[src/rtl/apb_timer_slave.sv]
// APB completer hosting a prescaled down-counting timer with one-shot/auto-reload
// modes, configurable wait states, PSLVERR on bad accesses and a level IRQ.
module apb_timer_slave #(
   parameter int unsigned WAIT_STATES = 0
) (
   input  logic        PCLK,
   input  logic        PRESET,
   input  logic        PSEL,
   input  logic        PENABLE,
   input  logic        PWRITE,
   input  logic [7:0]  PADDR,
   input  logic [31:0] PWDATA,
   output logic [31:0] PRDATA,
   output logic        PREADY,
   output logic        PSLVERR,
   output logic        IRQ
);

   localparam logic [3:0] WS = 4'(WAIT_STATES);

   localparam logic [7:0] ADDR_CTRL   = 8'h00;
   localparam logic [7:0] ADDR_LOAD   = 8'h04;
   localparam logic [7:0] ADDR_COUNT  = 8'h08;
   localparam logic [7:0] ADDR_STATUS = 8'h0C;

   typedef enum logic [1:0] {PH_IDLE, PH_SETUP, PH_ACCESS} phase_e;

   phase_e      phase;
   logic [3:0]  wcnt_q, wcnt_d;
   logic [7:0]  pcnt_q, pcnt_d;
   logic        en_q, en_d;
   logic        auto_reload_q, auto_reload_d;
   logic        irq_en_q, irq_en_d;
   logic [7:0]  prescale_q, prescale_d;
   logic [31:0] load_q, load_d;
   logic [31:0] count_q, count_d;
   logic        expired_q, expired_d;

   logic        ready, bad_access, wr_en, tick;
   logic        sel_ctrl, sel_load, sel_count, sel_status;
   logic [31:0] rd_mux;

   // The bus phase is fully determined by PSEL/PENABLE, so it needs no register.
   always_comb begin
      phase = PH_IDLE;
      if (PSEL && !PENABLE) phase = PH_SETUP;
      if (PSEL && PENABLE)  phase = PH_ACCESS;
   end

   assign sel_ctrl   = (PADDR == ADDR_CTRL);
   assign sel_load   = (PADDR == ADDR_LOAD);
   assign sel_count  = (PADDR == ADDR_COUNT);
   assign sel_status = (PADDR == ADDR_STATUS);

   assign ready      = (phase == PH_ACCESS) && (wcnt_q == WS);
   assign bad_access = !(sel_ctrl || sel_load || sel_count || sel_status) || (PWRITE && sel_count);
   assign wr_en      = ready && PWRITE && !bad_access;
   assign tick       = en_q && (pcnt_q == prescale_q);

   always_comb begin
      // NOTE: every combinational output gets a default first so no path can infer a latch.
      rd_mux = '0;
      if (sel_ctrl)   rd_mux = {16'b0, prescale_q, 5'b0, irq_en_q, auto_reload_q, en_q};
      if (sel_load)   rd_mux = load_q;
      if (sel_count)  rd_mux = count_q;
      if (sel_status) rd_mux = {31'b0, expired_q};
   end

   assign PREADY  = ready;
   assign PSLVERR = ready && bad_access;
   assign PRDATA  = (ready && !PWRITE) ? rd_mux : '0;
   assign IRQ     = expired_q && irq_en_q;

   // Dropping PSEL mid-access also lands here and abandons the wait count.
   always_comb begin
      wcnt_d = '0;
      if (phase == PH_ACCESS && !ready) wcnt_d = wcnt_q + 4'd1;
   end

   // Priority is by statement order: W1C before the hardware set, bus writes last.
   always_comb begin
      en_d          = en_q;
      auto_reload_d = auto_reload_q;
      irq_en_d      = irq_en_q;
      prescale_d    = prescale_q;
      load_d        = load_q;
      count_d       = count_q;
      expired_d     = expired_q;
      pcnt_d        = (!en_q || tick) ? 8'd0 : pcnt_q + 8'd1;

      if (wr_en && sel_status && PWDATA[0]) expired_d = 1'b0;

      if (tick) begin
         if (count_q != 32'd0) begin
            count_d = count_q - 32'd1;
         end else begin
            expired_d = 1'b1;
            if (auto_reload_q) count_d = load_q;
            else               en_d    = 1'b0;
         end
      end

      if (wr_en && sel_load) begin
         load_d  = PWDATA;
         count_d = PWDATA;
      end

      if (wr_en && sel_ctrl) begin
         en_d          = PWDATA[0];
         auto_reload_d = PWDATA[1];
         irq_en_d      = PWDATA[2];
         prescale_d    = PWDATA[15:8];
         pcnt_d        = 8'd0;
      end
   end

   // NOTE: state registers use non-blocking assignments so every flop samples pre-edge values.
   always_ff @(posedge PCLK or posedge PRESET) begin
      if (PRESET) begin
         wcnt_q        <= '0;
         pcnt_q        <= '0;
         en_q          <= 1'b0;
         auto_reload_q <= 1'b0;
         irq_en_q      <= 1'b0;
         prescale_q    <= '0;
         load_q        <= '0;
         count_q       <= '0;
         expired_q     <= 1'b0;
      end else begin
         wcnt_q        <= wcnt_d;
         pcnt_q        <= pcnt_d;
         en_q          <= en_d;
         auto_reload_q <= auto_reload_d;
         irq_en_q      <= irq_en_d;
         prescale_q    <= prescale_d;
         load_q        <= load_d;
         count_q       <= count_d;
         expired_q     <= expired_d;
      end
   end

endmodule

[config.mk]
export PLATFORM = sky130hd
export DESIGN_NAME = apb_timer_slave
export DESIGN_NICKNAME = d
export VERILOG_FILES = /design/src/rtl/apb_timer_slave.sv
export SDC_FILE = /design/constraint.sdc
export NUM_CORES = 1
export LEC_CHECK = 0
export BUFFER_PORTS_ARGS = -buffer_cell sky130_fd_sc_hd__buf_4
export CAP_MARGIN = 5
export CORE_MARGIN = 1
export CORE_UTILIZATION = 50
export DETAILED_ROUTE_END_ITERATION = 10
export GPL_ROUTABILITY_DRIVEN = 0
export PLACE_DENSITY = 0.74
export SLEW_MARGIN = 25
export SYNTH_ARGS = -nofsm -noshare
export SYNTH_HDL_FRONTEND = slang
export SYNTH_SLANG_ARGS = --single-unit
[constraint.sdc]
create_clock -name PCLK -period 2.2 [get_ports PCLK]
set_input_delay 0.11 -clock PCLK [delete_from_list [all_inputs] [get_ports PCLK]]
set_output_delay 0.11 -clock PCLK [all_outputs]
set_load 0.01 [all_outputs]
==> run_results.csv, run 1 <==
group,metric,value,unit
clock_network,clockBufferDepth,2,
clock_network,tritoncts_clock_tree,"yes",
critical_path,category_of_the_critical_setup_timing_path,"flop to flop",
route,avgRoutedWirePerCell,18.6,um
worst_hold_path,holdCritPathClass,"input pin to flop",
yosys,ys_warn_count,0,
yosys,asyncSetResetFlopFracSynth,100,%
global_routing,antenna_violations_before_repair,0,
global_routing,grt_start_max_net_pins,89,
power_and_ir_drop,sum_of_internal_switching_and_leakage_power,3.66,mW
yosys,synth.yosys.seq_area_share,40.0,%
yosys,synth_seq_cells,88,
power_and_ir_drop,pwr_density_cell,467,mW/mm^2
yosys,synth.avg_cell_area,8.37,sq um
finish,final_net_count,880,
status,outcome,"finished, violations left",
finish,layout.core_utilization,74.6,%
global_routing,first_global_vias,5485,
clock_network,cts.clk_slew.worst_paths,0.09,ns
finish,final_area,0.00784,sq mm
critical_path,length_in_cells_of_the_worst_reg_to_reg_path,10,
finish,area.growth.synth_to_final,42.4,%
critical_path,timing.critical_path.max_delay_family,"simple AND/OR/NAND/NOR gates",
clock_network,cts-htree-levels,3,
timing,finalWorstPathRequiredPeriod,2.32,ns
route,dr.first_iter.drc_count,522,
placement,dp.final_hpwl,11800,um
floorplan,placement_rows,37,
route,route.detailed.vias_per_inst,6.09,
yosys,number_of_distinct_library_cells_after_synthesis,68,
timing,fin_hold_ws,0.108,ns
timing,finalSetupViolCount,33,
power_and_ir_drop,share_comb_of_total_power,24.8,%
yosys,synth.most_common_cell,"nand2_1",
placement,placedCellCount,908,
critical_path,critPathMaxFanout,8,
clock_network,cts_inserted_buffers,9,
critical_path,crit_buf_inv,3,
yosys,number_of_standard_cells_after_synthesis,658,
finish,post_route_cells_drive_above_1_share,34.9,%
power_and_ir_drop,power.share.clock,27.5,%
placement,portBuffers,79,
global_routing,grt_pass1_wl,27600,um
finish,multi_input_comb_area,0.00347,sq mm
clock_network,cts_root_buf,"clkbuf_8",
critical_path,startpoint_type_of_the_worst_setup_path,"flop",
timing,final_max_slew_viol_count,0,
yosys,synthesis.area,0.00551,sq mm
route,route.vias.total,5906,
clock_network,worstSkewPairLatency,0.36,ns
floorplan,die_height,107,um
finish,final.fill_count,741,
power_and_ir_drop,pwr-share-seq,47.8,%
critical_path,required,2.45,ns
timing,unrepaired_setup_endpoints_after_global_routing,"true",
floorplan,die_width,107,um
timing,final.setup_skew,0.0106,ns
route,post-route-drc-count,0,
power_and_ir_drop,power.net_switching,1.14,mW
yosys,synth_fp_nets,708,
yosys,synth.top_cells.by_area,"dfrtp_1 (40%), nand2_1 (8.9%), nor2_1 (5.5%)",
power_and_ir_drop,worst_ir_drop_vdd,294,uV
flow_run,max_cap_viol_count,0,
timing,clock.fmax,0.431,GHz
yosys,area_share_of_the_leading_cell_type_in_the_synthesized_netlist,40.0,%
route,wirelength,18000,um
critical_path,cp_slowest_cell,"nor4_4",
route,route.antenna.remaining_nets,0,
finish,stdcell_count,969,
timing,max_slew_margin,64.1,%
timing,tns,-2.49,ns
finish,n_antenna_cell,0,
placement,post-place-ws,-0.0860,ns
floorplan,start_util,52.4,%
status,failed_checks,"negative setup slack",
yosys,netlist.top_cell.by_area,"dfrtp_1",
global_routing,grt_remaining_overflow,0,
finish,regArea,0.00220,sq mm
yosys,cell_types_with_the_highest_counts_after_synthesis,"nand2_1 (130), dfrtp_1 (88), nor2_1 (81)",
global_routing,grt.total_usage,31.0,%
critical_path,timing.critical_path.slowest_cell_delay,0.41,ns
worst_hold_path,hold_path_depth,3,
timing,finalCritPeriodShare,105,%
placement,placement.cell_area,0.00675,sq mm
yosys,synth_enable_flop_cells,0,
timing,final.setup.worst_slack,-0.119,ns
timing,max_slew.worst_pin.slew,0.525,ns
clock_network,cts_sinks,88,
route,drt_pass1_iterations,5,
critical_path,end_kind,"flop",
power_and_ir_drop,cellLeakagePower,3.70,nW
floorplan,pin_count,80,
floorplan,die-area,0.0114,sq mm
floorplan,coreArea,0.0105,sq mm
critical_path,path_cells,"inv_2 > ha_4 > nor3b_4 > nand4_1 > nor4_4 > buf_4 > o21a_4 > buf_6 > a21o_1 > a21oi_1",
critical_path,crit_path_cell_count,10,
critical_path,crit_arrival,2.57,ns
power_and_ir_drop,p_sw_share,31.1,%
yosys,yosys_most_used_dff,"dfrtp_1",
timing,finalHoldViolations,0,
power_and_ir_drop,intPower,2.52,mW
flip-flops by register name, indices dropped and copies added (netlist names):
| register | cells |
|---|---|
| auto_reload_q | 1 |
| count_q | 32 |
| en_q | 1 |
| expired_q | 1 |
| irq_en_q | 1 |
| load_q | 32 |
| pcnt_q | 8 |
| prescale_q | 8 |
| wcnt_q | 4 |
worst paths after layout:
path / startpoint / end / slack (ns)
setup / recovery: count_q[1]$_DFFE_PP0P_ / count_q[17]$_DFFE_PP0P_ / -0.12
hold / removal: PENABLE / wcnt_q[2]$_DFF_PP0_ / 0.11
setup reg to reg: count_q[1]$_DFFE_PP0P_ / count_q[17]$_DFFE_PP0P_ / -0.12
hold reg to reg: load_q[5]$_DFFE_PP0P_ / load_q[5]$_DFFE_PP0P_ / 0.51
max in group asynchronous: PRESET / count_q[7]$_DFFE_PP0P_ / 1.36
min in group asynchronous: PRESET / wcnt_q[0]$_DFF_PP0_ / 0.42
logic make-up after synthesis:
family          count (synthesis)  synth area share, %
compound gates                126                 15.8
xor+xnor                       26                 4.14
fa+ha+maj                       5                 1.14
buf+inv                        56                 4.36
flops                          88                 40.0
mux                            23                 4.64
simple gates                  334                 29.9
cell usage in the layout (no fill, tap or decap), types with 7 or more instances in the layout:
master	instances
clkbuf_8	10
xor2_1	22
dlygate4sd3_1	33
a21oi_1	20
nand4_1	12
nor3_1	14
buf_6	17
mux2i_1	12
and3_1	9
a22oi_1	21
nand3_1	18
o21ai_0	7
nor2_2	7
o21ai_1	11
nand2_4	9
nand3_2	12
buf_4	148
dfrtp_1	86
o211ai_1	19
mux2_2	10
nor2_1	69
nand2_1	118
o21ai_2	9
per-layer routing:
layer	global-route usage, %	part of all wire [%]	up-vias
met5	0	0	-
met4	10.3	2.5	0
met3	5.11	9.4	43
met2	49.5	48	352
met1	42.8	40	2820
li1	-	-	2691
power groups by stage:
stage | logic, mW | registers [mW] | clock network (mW)
after floorplan | 0.455 | 1.73 | 0
after global placement | 0.714 | 1.77 | 0
after detailed placement | 0.737 | 1.77 | 0
after CTS | 0.795 | 1.74 | 1.01
after global routing | 0.975 | 1.76 | 1.08
final | 0.906 | 1.75 | 1.01
final cells by class:
| class | instances | share of cell area, % |
|---|---|---|
| tap | 136 | 2.17 |
| inverter | 10 | 0.527 |
| multi-input combinational | 515 | 44.2 |
| sequential | 88 | 28.1 |
| timing repair buffer | 206 | 22.9 |
| clock buffer | 10 | 1.76 |
| clock inverter | 4 | 0.287 |
worst min-delay path: stages:
cell,delay (ns)
buf_4,0.12
nand2_1,0.14
a21oi_1,0.06
timing repair:
| action | CTS | global route |
|---|---|---|
| pin swaps | 15 | 47 |
| setup buffers | 5 | 5 |
| resized for setup | 15 | 119 |
| cloned | 1 | 3 |
| setup endpoints to repair | 60 | 88 |
| hold endpoints to repair | 138 | 0 |
| hold buffers | 33 | 0 |
Note: power is estimated with default switching activity, not from simulation.
==> run 2, diff against run 1 <==
--- a/config.mk
+++ b/config.mk
@@ -13,4 +13,5 @@
 export GPL_ROUTABILITY_DRIVEN = 0
 export PLACE_DENSITY = 0.74
+export SKIP_LAST_GASP = 1
 export SLEW_MARGIN = 25
 export SYNTH_ARGS = -nofsm -noshare
==> constraint.sdc (replaced) <==
create_clock -name PCLK -period 2.2 [get_ports PCLK]
set_input_delay 0.44 -clock PCLK [delete_from_list [all_inputs] [get_ports PCLK]]
set_output_delay 0.44 -clock PCLK [all_outputs]
set_load 0.01 [all_outputs]
==> run_results.csv, run 2 (synthesis results as in run 1) <==
group,metric,value,unit
finish,layout.core_utilization,71.6,%
timing,finalCritPeriodShare,120,%
critical_path,path_cells,"inv_1 > ha_1 > nand2b_1 > nor2_2 > nand3_1 > a311o_1 > or2_4 > nor2_1 > buf_4",
critical_path,crit_arrival,2.20,ns
clock_network,cts_sinks,88,
finish,n_antenna_cell,0,
clock_network,cts_root_buf,"clkbuf_8",
clock_network,cts_inserted_buffers,9,
floorplan,die_height,107,um
power_and_ir_drop,p_sw_share,29.5,%
floorplan,die-area,0.0114,sq mm
route,route.detailed.vias_per_inst,6.19,
clock_network,worstSkewPairLatency,0.38,ns
critical_path,critPathMaxFanout,10,
clock_network,tritoncts_clock_tree,"yes",
floorplan,coreArea,0.0105,sq mm
critical_path,required,1.76,ns
finish,final_area,0.00753,sq mm
floorplan,die_width,107,um
floorplan,start_util,52.4,%
global_routing,grt_start_max_net_pins,49,
timing,finalSetupViolCount,73,
timing,max_slew.worst_pin.slew,0.571,ns
critical_path,timing.critical_path.max_delay_family,"simple AND/OR/NAND/NOR gates",
power_and_ir_drop,cellLeakagePower,3.59,nW
worst_hold_path,holdCritPathClass,"input pin to asynchronous set/reset pin",
flow_run,max_cap_viol_count,0,
route,avgRoutedWirePerCell,19.1,um
timing,finalHoldViolations,0,
global_routing,use_met1,40.5,%
timing,final.setup.worst_slack,-0.441,ns
timing,finalWorstPathRequiredPeriod,2.64,ns
power_and_ir_drop,intPower,2.82,mW
global_routing,use_met2,49.5,%
placement,placedCellCount,905,
finish,final.fill_count,775,
floorplan,pin_count,80,
finish,commonest_non_fill_non_tap_cell_in_the_layout,"buf_4",
timing,max_slew_margin,61.9,%
global_routing,gr-usage-met3,4.68,%
placement,placement.cell_area,0.00678,sq mm
critical_path,category_of_the_critical_setup_timing_path,"flop to output pin",
finish,layout_common_cells,"buf_4 (165), nand2_1 (129), dfrtp_1 (87)",
timing,final.setup_skew,0.0117,ns
route,route.antenna.remaining_nets,0,
placement,dp.final_hpwl,11800,um
timing,clock.fmax,0.379,GHz
power_and_ir_drop,share_comb_of_total_power,21.5,%
critical_path,end_kind,"output pin",
critical_path,crit_buf_inv,2,
clock_network,cts-htree-levels,3,
power_and_ir_drop,sum_of_internal_switching_and_leakage_power,4.00,mW
finish,area.growth.synth_to_final,36.7,%
critical_path,critPathLaunch,"wcnt_q[0]$_DFF_PP0_",
finish,stdcell_count,950,
global_routing,grt_pass1_wl,27000,um
route,post-route-drc-count,0,
finish,largest_registers,"count_q x32, load_q x32",
power_and_ir_drop,power.net_switching,1.18,mW
status,failed_checks,"negative setup slack",
critical_path,worstReg2RegStart,"wcnt_q[0]$_DFF_PP0_",
status,outcome,"finished, violations left",
global_routing,grt_remaining_overflow,0,
placement,portBuffers,79,
route,dr.first_iter.drc_count,576,
timing,final_max_slew_viol_count,0,
power_and_ir_drop,power.share.clock,34.6,%
floorplan,placement_rows,37,
route,wirelength,18200,um
global_routing,grt.total_usage,30.2,%
global_routing,antenna_violations_before_repair,0,
critical_path,cp_slowest_cell,"dfrtp_1",
power_and_ir_drop,pwr-share-seq,43.8,%
timing,unrepaired_setup_endpoints_after_global_routing,"true",
clock_network,clockBufferDepth,2,
global_routing,grt-busiest-layer,"met2",
finish,post_route_cells_drive_above_1_share,32.6,%
route,drt_pass1_iterations,7,
power_and_ir_drop,worst_ir_drop_vdd,314,uV
critical_path,crit_path_cell_count,9,
clock_network,cts.clk_slew.worst_paths,0.10,ns
finish,final_net_count,859,
global_routing,first_global_vias,5428,
power_and_ir_drop,pwr_density_cell,532,mW/mm^2
critical_path,length_in_cells_of_the_worst_reg_to_reg_path,14,
critical_path,timing.critical_path.slowest_cell_delay,0.40,ns
route,route.vias.total,5879,
critical_path,startpoint_type_of_the_worst_setup_path,"flop",
==> run 2: changes by cell type in the layout (fill, tap and decap cells not counted), moves of 11 or more <==
cell / previous run / this run
buf_4: 148 / 165
dlygate4sd3_1: 33 / 0
o21ai_0: 7 / 20
nand2_1: 118 / 129
==> run 2: through the flow <==
step                      setup TNS (ns)  setup slack (ns)  hold slack (ns)
final                             -12.80            -0.441            0.109
after global placement             -1.93           -0.0774            0.481
after CTS                         -10.46            -0.428            0.120
after floorplan                   -0.542           -0.0677            0.453
after global routing              -19.67            -0.520            0.156
after detailed placement           -4.34            -0.135            0.488
==> run 2: worst register-to-register path: stages (launching register included) <==
cell and delay [ns]:
dfrtp_1 0.40, inv_1 0.06, ha_1 0.14, nand2b_1 0.09, nor2_2 0.11, nand3_1 0.10
buf_4 0.14, buf_4 0.14, inv_4 0.07, nand4_1 0.25, buf_4 0.27, clkbuf_16 0.16
and3_1 0.13, o21ai_0 0.12, o21ai_1 0.09
==> run 2: area by class of cell <==
cell class / instances / area (sq um) / area share, %
clock inverters: 7 / 120 / 1.60
clock buffers: 9 / 124 / 1.65
inverters: 10 / 43.8 / 0.582
multi-input cells: 514 / 3250 / 43.2
repair buffers: 186 / 1610 / 21.4
well taps: 136 / 170 / 2.26
flip-flops and latches: 88 / 2200 / 29.3
==> run 2: power groups by stage <==
stage	clock network, mW	registers, mW	logic (mW)
2_1_floorplan	0	1.73	0.456
3_3_place_gp	0	1.77	0.735
3_5_place_dp	0	1.77	0.750
4_1_cts	1.40	1.74	0.760
5_1_grt	1.46	1.76	0.934
6_report	1.39	1.75	0.862
==> run 2: path summary, 6_finish.rpt <==
| kind | end | slack, ns |
|---|---|---|
| min in group PCLK | load_q[17]$_DFFE_PP0P_ | 0.27 |
| worst min-delay path | wcnt_q[2]$_DFF_PP0_ | 0.11 |
| worst max register to register | count_q[24]$_DFFE_PP0P_ | -0.20 |
| worst min register to register | load_q[9]$_DFFE_PP0P_ | 0.50 |
| worst max-delay path | PRDATA[14] | -0.44 |
| max in group asynchronous | count_q[19]$_DFFE_PP0P_ | 1.49 |
==> run 2: repair_timing <==
action / 4_1_cts / 5_1_grt
setup buffers: 4 / 19
pin swaps: 3 / 17
cloned: 0 / 6
hold buffers: 0 / 0
setup endpoints to repair: 51 / 82
resized for setup: 7 / 45
==> run 2: routing by layer <==
layer,vias up,part of all wire (%)
met4,0,2.9
met2,331,47
met3,56,8.9
met1,2843,41
li1,2649,-
met5,-,0
